==> src/rtl/cart_unlock_host.sv <==
// cart_unlock_host
//   Console-side initiator for the cartridge mapper unlock handshake.
//   Each attempt resets the cart, sends address 0x5A then 0xA5, and captures
//   the serial acknowledge frame from the mapper. A matching frame raises
//   UNLOCKED; otherwise the attempt is retried up to MAX_RETRY times before
//   FAIL is raised.
//
//   Ports:
//     CLK        system clock, shared with the mapper
//     RSTn       asynchronous active-low reset
//     START      unlock request, honoured only in IDLE, DONE or FAIL
//     SI         serial input from the mapper SO pin
//     ADDR       registered cart address byte
//     CART_RSTn  registered active-low cart reset
//     BUSY       high while a request is in progress
//     UNLOCKED   sticky, frame matched
//     FAIL       sticky, all attempts exhausted
//     RETRY_CNT  retries consumed in the current request
//     FRAME      last captured frame, bit 0 = first received
//
//   Build option:
//     SI_SYNC_EN  when defined, SI goes through a 2-flop synchronizer and two
//                 wait cycles are inserted ahead of RECV to cover its delay.
module cart_unlock_host #(
   parameter int unsigned          FRAME_LEN  = 18,
   parameter logic [FRAME_LEN-1:0] FRAME_PAT  = 18'h05140,
   parameter int unsigned          RST_CYCLES = 4,
   parameter int unsigned          MAX_RETRY  = 3,
   parameter logic [7:0]           IDLE_ADDR  = 8'h00
) (
   input  logic                 CLK,
   input  logic                 RSTn,
   input  logic                 START,
   input  logic                 SI,
   output logic [7:0]           ADDR,
   output logic                 CART_RSTn,
   output logic                 BUSY,
   output logic                 UNLOCKED,
   output logic                 FAIL,
   output logic [1:0]           RETRY_CNT,
   output logic [FRAME_LEN-1:0] FRAME
);

   localparam int unsigned RCW = $clog2(RST_CYCLES + 1);
   localparam int unsigned BCW = $clog2(FRAME_LEN);

   typedef enum logic [3:0] {
      ST_IDLE,
      ST_CRST,
      ST_SEND_ACK,
      ST_SEND_NAK,
`ifdef SI_SYNC_EN
      ST_SYNC_WAIT,
`endif
      ST_RECV,
      ST_CHECK,
      ST_DONE,
      ST_FAIL
   } state_t;

   state_t           state;
   logic [RCW-1:0]   rst_cnt;
   logic [BCW-1:0]   bit_cnt;
   logic             si_smp;

`ifdef SI_SYNC_EN
   logic si_s1;
   logic si_s2;

   always_ff @(posedge CLK or negedge RSTn) begin
      if (!RSTn) begin
         si_s1 <= 1'b0;
         si_s2 <= 1'b0;
      end else begin
         si_s1 <= SI;
         si_s2 <= si_s1;
      end
   end

   assign si_smp = si_s2;
`else
   assign si_smp = SI;
`endif

   always_ff @(posedge CLK or negedge RSTn) begin
      if (!RSTn) begin
         state     <= ST_IDLE;
         rst_cnt   <= '0;
         bit_cnt   <= '0;
         ADDR      <= IDLE_ADDR;
         CART_RSTn <= 1'b0;
         BUSY      <= 1'b0;
         UNLOCKED  <= 1'b0;
         FAIL      <= 1'b0;
         RETRY_CNT <= '0;
         FRAME     <= '0;
      end else begin
         case (state)
            ST_IDLE, ST_DONE, ST_FAIL: begin
               if (START) begin
                  UNLOCKED  <= 1'b0;
                  FAIL      <= 1'b0;
                  RETRY_CNT <= '0;
                  bit_cnt   <= '0;
                  rst_cnt   <= '0;
                  CART_RSTn <= 1'b0;
                  ADDR      <= IDLE_ADDR;
                  BUSY      <= 1'b1;
                  state     <= ST_CRST;
               end
            end
            ST_CRST: begin
               if (rst_cnt == RCW'(RST_CYCLES - 1)) begin
                  ADDR      <= 8'h5A;
                  CART_RSTn <= 1'b1;
                  state     <= ST_SEND_ACK;
               end else begin
                  rst_cnt <= rst_cnt + RCW'(1);
               end
            end
            ST_SEND_ACK: begin
               ADDR  <= 8'hA5;
               state <= ST_SEND_NAK;
            end
            ST_SEND_NAK: begin
               ADDR <= IDLE_ADDR;
`ifdef SI_SYNC_EN
               rst_cnt <= '0;
               state   <= ST_SYNC_WAIT;
`else
               state <= ST_RECV;
`endif
            end
`ifdef SI_SYNC_EN
            // rst_cnt is idle here, so it doubles as the 2-cycle wait counter
            ST_SYNC_WAIT: begin
               if (rst_cnt != '0) begin
                  state <= ST_RECV;
               end else begin
                  rst_cnt <= RCW'(1);
               end
            end
`endif
            // New bit enters at the MSB, so the first bit ends up in FRAME[0]
            ST_RECV: begin
               FRAME <= {si_smp, FRAME[FRAME_LEN-1:1]};
               if (bit_cnt == BCW'(FRAME_LEN - 1)) begin
                  state <= ST_CHECK;
               end else begin
                  bit_cnt <= bit_cnt + BCW'(1);
               end
            end
            ST_CHECK: begin
               if (FRAME == FRAME_PAT) begin
                  UNLOCKED <= 1'b1;
                  BUSY     <= 1'b0;
                  state    <= ST_DONE;
               end else if (RETRY_CNT < 2'(MAX_RETRY)) begin
                  RETRY_CNT <= RETRY_CNT + 2'd1;
                  CART_RSTn <= 1'b0;
                  rst_cnt   <= '0;
                  bit_cnt   <= '0;
                  state     <= ST_CRST;
               end else begin
                  FAIL      <= 1'b1;
                  BUSY      <= 1'b0;
                  CART_RSTn <= 1'b0;
                  state     <= ST_FAIL;
               end
            end
            default: begin
               state <= ST_IDLE;
            end
         endcase
      end
   end

endmodule

==> config.mk <==
export PLATFORM = sky130hd
export DESIGN_NAME = cart_unlock_host
export DESIGN_NICKNAME = d
export VERILOG_FILES = /design/src/rtl/cart_unlock_host.sv
export SDC_FILE = /design/constraint.sdc
export NUM_CORES = 1
export LEC_CHECK = 0
export CORE_ASPECT_RATIO = 1.5
export CORE_MARGIN = 4
export CORE_UTILIZATION = 48
export CTS_BUF_LIST = sky130_fd_sc_hd__clkbuf_4
export DETAILED_ROUTE_END_ITERATION = 16
export GPL_TIMING_DRIVEN = 1
export PLACE_DENSITY_LB_ADDON = 0.08
export SLEW_MARGIN = 25
export SYNTH_ARGS = -nofsm -noshare
export SYNTH_HDL_FRONTEND = slang
export SYNTH_SLANG_ARGS = --single-unit
==> constraint.sdc <==
create_clock -name CLK -period 1.6 [get_ports CLK]
set_input_delay 0.48 -clock CLK [delete_from_list [all_inputs] [get_ports CLK]]
set_output_delay 0.48 -clock CLK [all_outputs]
set_load 0.02 [all_outputs]
### After elaboration in Yosys (flattened, before gate mapping)

Index checks and enable logic that the tools add are counted.

| storage, ports and cells | value |
|---|---|
| memory bits (writable) | 0 |
| word-level logic and storage cells | 85 |
| input port bits | 4 |
| flip-flop bits (word level) | 44 |
| latch bits | 0 |
| memories kept | 0 |
| output and inout port bits | 32 |
| bits in read-only memories | 0 |

| operators by class | value |
|---|---|
| bitwise gates (word level) | 0 |
| div/mod/pow operators | 0 |
| multiply operators | 0 |
| muxes and demuxes | 36 |
| add/sub/neg operators | 3 |
| reductions and logical operators | 15 |
| shifts and indexed selects | 0 |
| eq/ne operators | 20 |
| magnitude comparators | 1 |

Operator list:

| kind | number |
|---|---|
| one-hot mux 8 bit (4 select lines) | 1 |
| one-hot mux 4 bit (6 select lines) | 1 |
| two-way mux 5 bit | 4 |
| == test 18 x 15 -> 1 bit, second input constant | 1 |
| two-way mux 3 bit | 6 |
| != test 2 bit, second input constant | 9 |
| == test 4 x 3 -> 1 bit, second input constant | 4 |
| two-way mux 8 bit | 2 |
| one-hot mux 5 bit (3 select lines) | 1 |
| two-way mux 4 bit | 3 |
| AND reduction 3 bit | 4 |
| AND reduction 4 bit | 3 |
| AND reduction 5 bit | 2 |
| two-way mux 1 bit | 9 |
| one-hot mux 3 bit (3 select lines) | 1 |
| == test 4 x 2 -> 1 bit, second input constant | 2 |
| two-way mux 2 bit | 3 |
| one-hot mux 1 bit (2 select lines) | 3 |
| nonzero test 3 bit | 2 |
| adder 5 x 1 -> 5 bit, second input constant | 1 |
| == test 5 bit, second input constant | 1 |
| == test 4 x 1 -> 1 bit, second input constant | 1 |
| zero test 4 bit | 1 |
| one-hot mux 2 bit (2 select lines) | 1 |
| other kinds (9) | 9 |

### Depth between registers and ports, before layout

| depth | value |
|---|---|
| depth in word-level cells | 4 |
| depth in mapped cells | 7 |
| gate-level depth less buffers | 7 |

### Least setup slack after synthesis

OpenSTA, ideal clock, no wires.

| timing path | value |
|---|---|
| path type | reg-to-reg |
| start | register FRAME[1] |
| end | register state[0] |
| buffers on the path | 0 |
| library setup time | 0.120 ns |
| setup slack | -0.263 ns |
| cell stages (with the launch flop) | 6 |
| data required time | 1.480 ns |
| arrival | 1.743 ns |
| clock period less this slack | 1.863 ns |
| cell sequence | dfrtp_1 nor4_2 nand3_1 or2_4 or4_1 and3_1 |

| between the ends | value |
|---|---|
| longest elaborated chain between the ends | 3 |

RTL lines:

| what | RTL line | RTL |
|---|---|---|
| from (decl) | 41 | `output logic [FRAME_LEN-1:0] FRAME` |
| from (signal assigned) | 146 | `FRAME <= {si_smp, FRAME[FRAME_LEN-1:1]};` |
| == test 18 x 15 -> 1 bit | 154 | `if (FRAME == FRAME_PAT) begin` |
| two-way mux 3 bit | 154 |  |
| one-hot mux 4 bit (6 select lines) | 98 | `case (state)` |
| to (signal assigned) | 109 | `state <= ST_CRST;` |
| to (signal assigned) | 157 | `state <= ST_DONE;` |
| to (signal assigned) | 163 | `state <= ST_CRST;` |
| to (decl) | 61 | `state_t state;` |

Every way passes these cells.
A chain may end at the register's enable or synchronous reset.

### Worst setup path in the final report

| timing path | value |
|---|---|
| start | register rst_cnt[0] |
| end | register state[0] |

| between the ends | value |
|---|---|
| longest elaborated chain between the ends | 3 |

RTL lines:

| what | RTL line | RTL |
|---|---|---|
| from (decl) | 62 | `logic [RCW-1:0] rst_cnt;` |
| from (signal assigned) | 118 | `rst_cnt <= rst_cnt + RCW'(1);` |
| == test 3 x 2 -> 1 bit | 113 | `if (rst_cnt == RCW'(RST_CYCLES - 1)) begin` |
| != test 2 bit (no line) | n/a |  |
| AND reduction 3 bit (no line) | n/a |  |
| to (signal assigned) | 109 |  |
| to (signal assigned) | 116 | `state <= ST_SEND_ACK;` |
| to (signal assigned) | 123 | `state <= ST_SEND_NAK;` |

Every way passes these cells.

==> run metrics <==
share of layout cells above drive strength 1=0.4630; worst rel slew slack=0.7321; CP delay by family, top=simple AND/OR/NAND/NOR gates; Arr. time, crit path=2.12 ns; register area=940.9 sq um; GP Congestion=0.9021; post-synthesis cell count=220; all-layer global routing usage=0.2172; Final Hold Vio Count=0; Yosys cell types=39; root buffer cell=clkbuf_4; Routed Antenna Nets=0; power per cell area=between 1500 and 2000 nW/um^2; met1 Track Usage GR=0.2534; share of the synthesized area in the top cell type=0.4904; Worst VDD drop=approximately 1100 uV; Slew Limit Fails=0; vias per cell=~5.3; status=finished, violations left; CTS tree=built; CP endpoint kind=register; worst hold path class=in2async; synth top area cells=dfrtp_1 (49%), nand2_1 (14%), nor2_1 (3.4%), ha_1 (3.3%), o21ai_0 (3.2%); critical path's largest stage delay=around 0.47 ns; Setup WS post-layout=-0.2704 ns; most used routing layer=met2; register area share after synthesis=0.4904; area grow syn2layout=55.73%; initial DRC count=100; WL per Instance=15.33 um; Clock Skew=0.01086 ns; Worst-Skew Late Latency=approximately 0.35 ns; cell taking the most area after synthesis=dfrtp_1; minimum clock period=1.870 ns; vias in the first global route=1946; worst path bufs/invs=0; commonest non-fill, non-tap cell in the layout=nand2_1; Slowest cell on crit path=or4_1; grt ovf=0; RSZ-0062 raised after global routing=true; Die Wd=59.21 um; standard-cell row count=27; IO buf count=35; largest net degree at the start of global routing=24; Synth Flop Type=dfrtp_1; Async SR Flop Fraction=1.000; Setup violations, final=16; Post-synth EDFFs=0; footprint of the multi-input gates=1046 sq um; Syn Nets=~230; Reg clk slew, reported paths=~0.13 ns; antenna violations before repair=0; leading cell types in the layout, fill and taps excluded=nand2_1 (70), buf_4 (50), dfrtp_1 (25); # diodes=0; CP Launch Type=register; H-tree depth=2; failing checks=setup timing; M3 GR Usage=0.03805; worst-path maximum fanout=3; Routed Wire Length=around 5400 um; num ports=36; drt drc=0; first-pass GRT wire length=between 8000 and 9000 um; Core ar.=around 3700 sq um; Cell Chain, Critical Path=ha_2 > ha_4 > nor2b_2 > o21bai_1 > a22o_1 > or4_1 > and3_1; Crit path required time=1.85 ns; Ys Warns=0; die height=about 85 um; Synth Area per Inst=8.582 sq um; Leakage=~1.5 nW; clock buffer depth=2; post-route core utilization=0.7841; Yosys reg bits=37; Worst Tran Pin Value=0.3988 ns; class of the most critical setup path=reg2reg; initial core utilization=0.5035; Non-Filler Instances=354; Synth Cell Area=1888 sq um; fin crit share=1.169; filler cell count=260; TritonCTS buffer count=5; nets=about 320; dpl cells=335; fmax=around 530 MHz; Vias=around 1900; Max Cap Violations=0; DR pass1 iterations=4; HPWL after detailed placement=between 3000 and 4000 um; CTS sink count=37; die area=5022 sq um; GR Layer Usage met2=0.3761; Worst R2R Setup Slack=-0.27 ns
==> routing by layer <==
layer | vias to the layer above | share of wire
met4 | 0 | 0.035
met2 | 59 | 0.53
met3 | 18 | 0.045
met5 | - | 0
met1 | 877 | 0.39
li1 | 918 | -
==> layout make-up <==
cell class	count	area share
clock buffer	5	0.01277
clock inverter	3	0.02213
inverter	5	0.006383
multi-input combinational	163	0.3557
sequential	37	0.3200
tap	43	0.01830
timing repair buffer	98	0.2647
==> cells by family after synthesis <==
logic type / Yosys count / share of synthesized area
muxes: 1 / 0.005964
AOI/OAI and AO/OA: 36 / 0.1239
and+or+nand+nor: 121 / 0.2923
DFF: 37 / 0.4904
buffers and inverters: 20 / 0.05434
adders and majority gates: 5 / 0.03313
==> registers in the layout, summed over array words and instances, names as in the netlist, 2 cells and up <==
register,count
RETRY_CNT,2
state,3
bit_cnt,5
ADDR,2
rst_cnt,3
FRAME,18
==> synthesized netlist by cell type (all sizes together), types with 4 or more instances <==
| cell type | n |
|---|---|
| clkbuf | 5 |
| nand3 | 8 |
| nor3 | 5 |
| inv | 5 |
| a21oi | 4 |
| dfrtp | 37 |
| o21ai | 12 |
| ha | 5 |
| buf | 10 |
| nor2b | 5 |
| nand2 | 70 |
| nor2 | 17 |
==> through the flow <==
step | TNS, ns | power (mW) | hold slack (ns) | setup WS, ns | area, sq um
after CTS | -1.194 | 4.398 | 0.02418 | -0.2514 | 2830
after floorplan | -0.2116 | 2.512 | 0.1844 | -0.1605 | 1951
after global placement | -6.608 | 3.531 | 0.4153 | -0.5462 | 2674
final | -2.103 | 4.733 | 0.01383 | -0.2704 | 2940
after global routing | -3.580 | 5.002 | 0.01801 | -0.3297 | 2940
after detailed placement | -6.921 | 3.572 | 0.4122 | -0.5499 | 2674
==> repair_timing <==
action | CTS | global route
setup endpoints to repair | 50 | 54
hold endpoints to repair | 0 | 0
gates resized for setup | 123 | 45
setup buffers | 5 | 8
hold buffers | 0 | 0
cloned | 1 | 0
pin swaps | 12 | 17
==> where the power goes <==
part / total, mW / leakage [nW] / switching [mW] / internal [mW]
combinational: 2.50 / 0.952 / 1.30 / 1.20
clock: 0.822 / 0.0552 / 0.338 / 0.484
sequential: 1.41 / 0.476 / 0.230 / 1.18
==> path summary, 6_finish.rpt <==
| path | start | endpoint | cells after the start |
|---|---|---|---|
| hold / removal | RSTn | rst_cnt[1]$_DFFE_PN0P_ | 1 |
| setup reg to reg | rst_cnt[0]$_DFFE_PN0P_ | state[0]$_DFFE_PN0P_ | 7 |
| max in group asynchronous | RSTn | FRAME[10]$_DFFE_PN0P_ | 2 |
| min in group CLK | UNLOCKED$_DFFE_PN0P_ | UNLOCKED$_DFFE_PN0P_ | 2 |
| setup / recovery | rst_cnt[0]$_DFFE_PN0P_ | state[0]$_DFFE_PN0P_ | 7 |
| hold reg to reg | UNLOCKED$_DFFE_PN0P_ | UNLOCKED$_DFFE_PN0P_ | 2 |
Power figures use the tool's default switching activity.
